===== src/rtl/lagarto_plic_pkg.sv =====
// Shared PLIC types: interrupt IDs and the per-source gateway state encoding.
package lagarto_plic_pkg;

  localparam int unsigned INTERRUPT_ID_W = 8;
  typedef logic [INTERRUPT_ID_W-1:0] interrupt_id_t;
  localparam interrupt_id_t NO_INTERRUPT_ID = '0;

  localparam int unsigned MAX_SYNC_STAGES           = 4;
  localparam int unsigned DEFAULT_MAX_PENDING_EDGES = 8;

  typedef enum logic [1:0] {
    IDLE       = 2'd0,
    PENDING    = 2'd1,
    IN_SERVICE = 2'd2
  } gateway_state_t;

endpackage


===== src/rtl/lagarto_plic_synchronizer.sv =====
// N-flop synchronizer for an asynchronous single-bit line; q is the last stage.
module lagarto_plic_synchronizer
  import lagarto_plic_pkg::*;
#(
  parameter int unsigned SYNC_STAGES = 2
) (
  input  logic clk,
  input  logic rstn,
  input  logic d,
  output logic q
);

  if ((SYNC_STAGES < 1) || (SYNC_STAGES > MAX_SYNC_STAGES)) begin : g_bad_stages
    $error("lagarto_plic_synchronizer: SYNC_STAGES out of range 1..%0d", MAX_SYNC_STAGES);
  end

  logic [SYNC_STAGES-1:0] stages;

  always_ff @(posedge clk) begin
    if (!rstn) begin
      stages <= '0;
    end else begin
      stages[0] <= d;
      for (int i = 1; i < int'(SYNC_STAGES); i++) begin
        stages[i] <= stages[i-1];
      end
    end
  end

  assign q = stages[SYNC_STAGES-1];

endmodule


===== src/rtl/lagarto_plic_gateway.sv =====
// PLIC interrupt gateway for one source: level/edge request capture, claim/complete
// handshake, and a saturating queue of edges that arrived while the source was busy.
module lagarto_plic_gateway
  import lagarto_plic_pkg::*;
#(
  parameter interrupt_id_t SOURCE_ID         = interrupt_id_t'(1),
  parameter int unsigned   SYNC_STAGES       = 2,
  parameter int unsigned   MAX_PENDING_EDGES = DEFAULT_MAX_PENDING_EDGES,
  localparam int unsigned  CNT_W             = $clog2(MAX_PENDING_EDGES + 1)
) (
  input  logic               clk_i,
  input  logic               rstn_i,
  input  logic               interrupt_source_i,
  input  logic               edge_trigger_i,
  input  logic               claim_i,
  input  logic               complete_valid_i,
  input  interrupt_id_t      complete_id_i,
  output logic               source_interrupt_pending_o,
  output logic               in_service_o,
  output logic [CNT_W-1:0]   edge_count_o,
  output logic               edge_dropped_o
);

  if (SOURCE_ID == NO_INTERRUPT_ID) begin : g_bad_id
    $error("lagarto_plic_gateway: SOURCE_ID must not be NO_INTERRUPT_ID");
  end
  if ((MAX_PENDING_EDGES < 1) || (MAX_PENDING_EDGES > 255)) begin : g_bad_max
    $error("lagarto_plic_gateway: MAX_PENDING_EDGES out of range 1..255");
  end

  localparam logic [CNT_W-1:0] MAX_CNT = CNT_W'(MAX_PENDING_EDGES);

  logic               s;
  logic               s_d;
  logic               rise;
  logic               req;
  gateway_state_t     state, state_n;
  logic [CNT_W-1:0]   count, count_n;
  logic               drop_n;
  logic               pending, in_service, dropped;

  lagarto_plic_synchronizer #(
    .SYNC_STAGES (SYNC_STAGES)
  ) u_sync (
    .clk  (clk_i),
    .rstn (rstn_i),
    .d    (interrupt_source_i),
    .q    (s)
  );

  assign rise = s & ~s_d;
  assign req  = edge_trigger_i ? (rise | (count != '0)) : s;

  always_comb begin
    state_n = state;
    case (state)
      IDLE:       if (req) state_n = PENDING;
      PENDING:    if (claim_i) state_n = IN_SERVICE;
      IN_SERVICE: if (complete_valid_i && (complete_id_i == SOURCE_ID)) state_n = IDLE;
      default:    state_n = IDLE;
    endcase
  end

  // In IDLE a fresh edge is either bypassed (empty queue) or cancels the decrement.
  always_comb begin
    count_n = count;
    drop_n  = 1'b0;
    if (!edge_trigger_i) begin
      count_n = '0;
    end else if (state == IDLE) begin
      if ((count != '0) && !rise) count_n = count - 1'b1;
    end else if (rise) begin
      if (count == MAX_CNT) drop_n  = 1'b1;
      else                  count_n = count + 1'b1;
    end
  end

  always_ff @(posedge clk_i) begin
    if (!rstn_i) begin
      state      <= IDLE;
      s_d        <= 1'b0;
      count      <= '0;
      pending    <= 1'b0;
      in_service <= 1'b0;
      dropped    <= 1'b0;
    end else begin
      state      <= state_n;
      s_d        <= s;
      count      <= count_n;
      pending    <= (state_n == PENDING);
      in_service <= (state_n == IN_SERVICE);
      dropped    <= drop_n;
    end
  end

  assign source_interrupt_pending_o = pending;
  assign in_service_o               = in_service;
  assign edge_count_o               = count;
  assign edge_dropped_o             = dropped;

endmodule


===== config.mk =====
export PLATFORM = sky130hd
export DESIGN_NAME = lagarto_plic_gateway
export DESIGN_NICKNAME = d
export VERILOG_FILES = /design/src/rtl/lagarto_plic_pkg.sv /design/src/rtl/lagarto_plic_synchronizer.sv /design/src/rtl/lagarto_plic_gateway.sv
export SDC_FILE = /design/constraint.sdc
export NUM_CORES = 1
export LEC_CHECK = 0
export ABC_CLOCK_PERIOD_IN_PS = 2100
export CAP_MARGIN = 20
export CORE_MARGIN = 1
export CORE_UTILIZATION = 42
export DETAILED_ROUTE_END_ITERATION = 16
export MAX_ROUTING_LAYER = met4
export PLACE_DENSITY = 0.75
export SETUP_SLACK_MARGIN = 0.15
export SLEW_MARGIN = 20
export SYNTH_ARGS = -nofsm -noshare
export SYNTH_HDL_FRONTEND = slang
export SYNTH_SLANG_ARGS = --single-unit

===== constraint.sdc =====
create_clock -name clk_i -period 2.1 [get_ports clk_i]
set_clock_uncertainty 0.05 [all_clocks]
set_input_delay 0.42 -clock clk_i [delete_from_list [all_inputs] [get_ports clk_i]]
set_output_delay 0.42 -clock clk_i [all_outputs]
set_load 0.005 [all_outputs]

After elaboration in Yosys (flattened, before gate mapping). Cells that the tools add are included.

Flip-flop bits (word level): 12. Latch bits: 0. RAM bits: 0. Bits in read-only memories: 0. Input bits: 14. Output and inout bits: 7. Word-level logic and storage cells: 42. Memories kept: 0.

Add/subtract/negate cells: 2. Multipliers: 0. Divide/modulo/power cells: 0. $lt $le $gt $ge: 0. Eq/ne operators: 8. Shifts and indexed selects: 0. Multiplexer cells: 10. Bitwise gates (word level): 6. Reduce and logical (&&, ||, !) cells: 9.

Operators with widths (number): $mux W4 (4); $eq A8 B1 Y1 const B (1); $mux W2 (3); $pmux W2 S3 (1); $add A4 B1 Y4 const B (1); $eq A2 B1 Y1 const B (2); $eq A2 B2 Y1 const B (2); $eq A4 B4 Y1 const B (1); $not A1 Y1 (4); $reduce_bool A4 Y1 (1); $reduce_or A4 Y1 (1); $sub A4 B1 Y4 const B (1); $reduce_and A3 Y1 (1); $logic_and A1 B1 Y1 (2); $logic_not A2 Y1 (1); $mux W1 (2); $ne A2 B1 Y1 const B (1); $ne A2 B2 Y1 const B (1); $reduce_and A2 Y1 (1); $reduce_bool A2 Y1 (1); $and A1 B1 Y1 (1); $logic_not A1 Y1 (1); $or A1 B1 Y1 (1).

Logic depth before layout (Yosys ltp). Gate-level depths: netlist of run 1.

Depth in word-level cells: 7. Depth in mapped cells: 8. Depth with buffers taken out: 7.

Cells and area by module. From an unflattened synthesis of run 1, not the netlist that was laid out.

Cells, all modules: 61. Area, all modules: 573.0 um2.

Modules (own cells, without submodules): lagarto_plic_gateway (times used 1, cells each 57, area an instance 520.5 um2, sequential area each 200.2 um2); lagarto_plic_synchronizer (times used 1, cells each 4, area an instance 52.6 um2, sequential area each 40.0 um2).

Least setup slack after synthesis of run 1. No wires, ideal clock.

Path kind: flip-flop to flip-flop. From: reg state[1]. To: reg count[3] (netlist: edge_count_o[3]). Setup time: 0.065 ns. Arrival: 1.657 ns. Data required time: 1.985 ns. Slack: 0.329 ns. Stages on the path, launching flop included: 9. Buffers on the path: 1. Clock period less this slack: 1.771 ns. Cells stage by stage: dfxtp_1 or2_1 buf_4 inv_2 ha_1 a21o_2 a21oi_1 mux4_2 nor2_1.

Cells in the longest elaborated chain, start to end: 3. Elaborated cells between the ends (all ways): 6. Those cells by class: eq/ne: 2; mux: 1; reduce/logical: 3.

Ends and longest elaborated chain: from (decl) (RTL line lagarto_plic_gateway.sv:37) `gateway_state_t state, state_n;`; from (signal assigned) (RTL line lagarto_plic_gateway.sv:87) `state <= state_n;`; $logic_not A2 Y1 * (RTL line lagarto_plic_gateway.sv:70) `end else if (state == IDLE) begin`; $ne A2 B1 Y1 (no line), or another cell as far along; $reduce_and A3 Y1 (no line); to (signal assigned) (RTL line lagarto_plic_gateway.sv:89) `count <= count_n;`; to (decl) (RTL line lagarto_plic_gateway.sv:38) `logic [CNT_W-1:0] count, count_n;`.

Every way passes the cells marked *; elsewhere a longest branch is shown, timed or not. A chain may end at the register's enable or synchronous reset.

Worst setup path after layout of run 1. Same ends and word-level chain as after synthesis.

==> key figures, run 1 <==
Detailed routing
  • First drt pass iteration count: 4
  • Initial DRC count: 24
  • Vias per cell: 5.16
  • Post-route antenna net violation count: 0
  • Total number of vias: 526
  • Drt drc: 0
  • Mean routed wirelength per cell: 12.1 um
  • Detailed Route WL: 1230 um

Cells and area
  • Fillers: 121
  • Area Growth Syn to Fin: 43.3%
  • Final nets: 105
  • Ant diodes: 0
  • Fin area: 853 um2
  • Layout Cells excl Fill: 102
  • Share of cells above drive strength 1: 0.138

Logic synthesis
  • Library cells used by synthesis: 31
  • Register area share after synthesis: 0.403
  • Post-synth top area share: 0.403
  • Yosys warns: 0
  • #FFs+latches synth: 12
  • Cells after synthesis: 63
  • Synth area leaders: dfxtp_1, a21oi_1, ha_1, mux4_2, fa_1
  • Post-Syn Area: 596 um2
  • Mapped Nets: 80
  • Syn avg cell area: 9.45 um2
  • Yosys top cell by area: dfxtp_1

Floorplanning
  • Core Rows: 13
  • Die Ht: 39.7 um
  • Die area: 0.00157 mm2
  • Area of the core: 0.00132 mm2
  • IO Count: 21
  • Initial core utilization: 0.452
  • Die X: 39.7 um

Placed design
  • RePlAce Congestion: 0.775
  • Input/output buffers: 20
  • Dpl cell area: 815 um2
  • Placed Cells: 98
  • Post-DP HPWL: 960 um

Global routing
  • Number of global-route vias before repair: 472
  • Largest net degree at the start of global routing: 9
  • Initial antenna violation count: 0
  • First-pass GRT wire length: 1860 um
  • Grt ovf: 0
  • Gr usage total: 0.188

Setup path
  • Worst reg2reg startpoint: state[1]
  • Reg-to-reg slack, setup: 260 ps
  • Critical Path Start Type: flip-flop
  • CP endpoint kind: flip-flop
  • Arr. time, crit path: 2000 ps
  • R2r endpoint: edge_count_o[3]
  • Worst Path Required: 2260 ps
  • Worst-case reg-to-reg path depth: 7
  • CP Max Fanout: 6
  • Setup Crit Path Kind: reg -> reg

Timing
  • RSZ-0062 raised after global routing: false
  • Max Slew Vio Count: 0
  • Post-route minimum period: 1840 ps
  • Fin crit share: 0.878
  • Worst slew pin tran: 395 ps
  • Final hold viol count: 0
  • Fmax: 542 MHz
  • Final setup violation count: 0
  • Final setup TNS: 0 ps
  • Slew HR: 0.735

Power
  • Pleak: 0.322 nW
  • Pwr dens: 625 mW/mm2
  • Clock share of power: 0.336
  • Worst IR Drop VDD: 331 uV
  • Sw power: 0.127 mW
  • Comb pwr share: 0.207
  • Part of the power in registers: 0.458
  • Internal Power: 0.406 mW
  • Switching share of power: 0.239

Hold path
  • Worst Min Path Start: u_sync.stages[0]
  • Min-Delay Path Depth: 1
  • Hold WC Path Type: reg -> reg
  • Hold Path End: u_sync.stages[1]

Clock tree
  • Sink Count: 12
  • CTS hold repair buffers: 0
  • CTS Root Cell: clkbuf_4
  • H-Tree Depth: 1
  • Worst-case clock buffer depth: 2
  • CTS tree: done
  • CTS Buf Count: 3
  • Worst-Skew Late Latency: 270 ps
  • Clk pin slew, worst setup/hold paths: 70 ps

Outcome
  • Status: finished, final reports clean

Flow run
  • Max_cap viols: 0
-- power groups by stage --
stage	sequential [mW]	clock, mW	combinational (mW)
floorplan	0.248	0	0.0637
global placement	0.248	0	0.105
detailed placement	0.249	0	0.107
CTS	0.244	0.185	0.108
global route	0.245	0.190	0.120
finish	0.244	0.179	0.110
-- sequential cells by signal (all words and copies together), names as in the netlist --
register / cells
s_d: 1
u_sync.stages: 2
edge_count_o: 4
edge_dropped_o: 1
in_service_o: 1
source_interrupt_pending_o: 1
state: 2
-- worst max-delay path by stage --
stage / slack [ps] / to / cells past startpoint / startpoint
after floorplan: 330 / edge_count_o[3] / 8 / state[1]
after CTS: 180 / edge_count_o[3] / 7 / state[0]
after global placement: 300 / edge_count_o[3] / 7 / state[1]
after global routing: 180 / edge_count_o[3] / 7 / state[1]
after detailed placement: 210 / edge_count_o[3] / 7 / state[0]
final: 260 / edge_count_o[3] / 7 / state[1]
-- kinds of logic after synthesis --
logic type	after synthesis	synth area share
fa+ha+maj	3	0.0756
xor+xnor	2	0.0420
compound gates	11	0.118
mux	2	0.0546
flops	12	0.403
simple gates	28	0.269
buf+inv	5	0.0378
-- routing by layer --
metal | GRT usage | share of wire
met1 | 0.179 | 0.44
met2 | 0.348 | 0.49
met3 | 0.0852 | 0.066
met4 | 0.0259 | 0
met5 | - | 0
-- synth_stat cells --
cell	count
a21o_2	1
nand2_1	4
a211oi_1	1
fa_1	1
ha_1	2
nand3_1	2
a41oi_1	1
xnor2_2	1
o21ai_0	2
inv_2	1
nor3_1	4
nor2_1	4
and2b_1	1
buf_4	1
or2_1	1
or2b_2	1
and3_1	1
nor4b_1	1
or3_1	1
nand4_1	1
nand3b_1	1
or3_4	1
xnor2_1	1
dfxtp_1	12
nor2b_1	2
a2111oi_1	1
mux4_2	1
inv_1	3
and2_1	3
mux2i_1	1
a21oi_1	5
-- layout make-up --
type	count	area, um2	share of cell area
multi-input cells	46	335	0.393
flip-flops and latches	12	240	0.282
repair buffers	21	208	0.243
clock buffers	4	36.3	0.0425
well taps	15	18.8	0.0220
inverters	4	15.0	0.0176
-- critical path, stage by stage (launching register included) --
cell     delay [ps]
dfxtp_1         330
or2_4           290
inv_2            90
ha_1            230
a21o_2          210
a21oi_1         180
mux4_2          310
nor2_1           90
-- what timing repair did --
action,CTS,global route
setup endpoints to repair,0,1
setup buffers,0,0
resized for setup,0,1
-- metrics by stage --
stage / power [mW] / setup slack (ps) / util / hold slack (ps)
after floorplan: 0.312 / 329 / - / 362
after global placement: 0.354 / 299 / 0.618 / 364
after detailed placement: 0.356 / 205 / 0.618 / 375
after CTS: 0.537 / 181 / 0.646 / 394
after global routing: 0.556 / 183 / 0.648 / 410
final: 0.533 / 256 / 0.648 / 391
-- layout by cell type (no fill, tap or decap) --
master / count
ha_1: 2
or2_4: 1
mux2i_1: 1
a21o_2: 1
a41oi_1: 1
or2b_2: 1
or3_4: 1
and2_1: 3
and3_1: 1
nand2_1: 4
clkdlybuf4s50_1: 20
nor4b_1: 1
nor2b_1: 2
nand3b_1: 1
a211oi_1: 1
inv_1: 3
nor3_1: 4
nor2_1: 4
nand3_1: 2
xnor2_1: 1
buf_4: 1
o21ai_0: 2
and2b_1: 1
a2111oi_1: 1
mux4_2: 1
nand4_1: 1
a21oi_1: 5
dfxtp_1: 12
or3_1: 1
xnor2_2: 1
clkbuf_4: 3
fa_1: 1
clkbuf_8: 1
inv_2: 1
No activity file was read; power rests on OpenSTA's default activity.
==> run 2: changes to the inputs <==
--- a/constraint.sdc
+++ b/constraint.sdc
@@ -4,2 +4,2 @@
 set_output_delay 0.42 -clock clk_i [all_outputs]
-set_load 0.005 [all_outputs]
+set_load 0.02 [all_outputs]
==> results of run 2 <==
Same layout as run 1 (identical final DEF). Status: finished, final reports clean.
Main changes from that run: total power 0.533 mW -> 0.539 mW; worst IR drop on VDD 331 uV -> 332 uV
==> run 3: changes to the inputs <==
CORE_MARGIN = default   (was 1)
SKIP_CTS_REPAIR_TIMING = 1   (was default)
==> results of run 3 <==
Same layout as run 1 (identical final DEF). Status: finished, final reports clean.
Main changes from that run: total power 0.533 mW -> 0.539 mW; worst IR drop on VDD 331 uV -> 332 uV
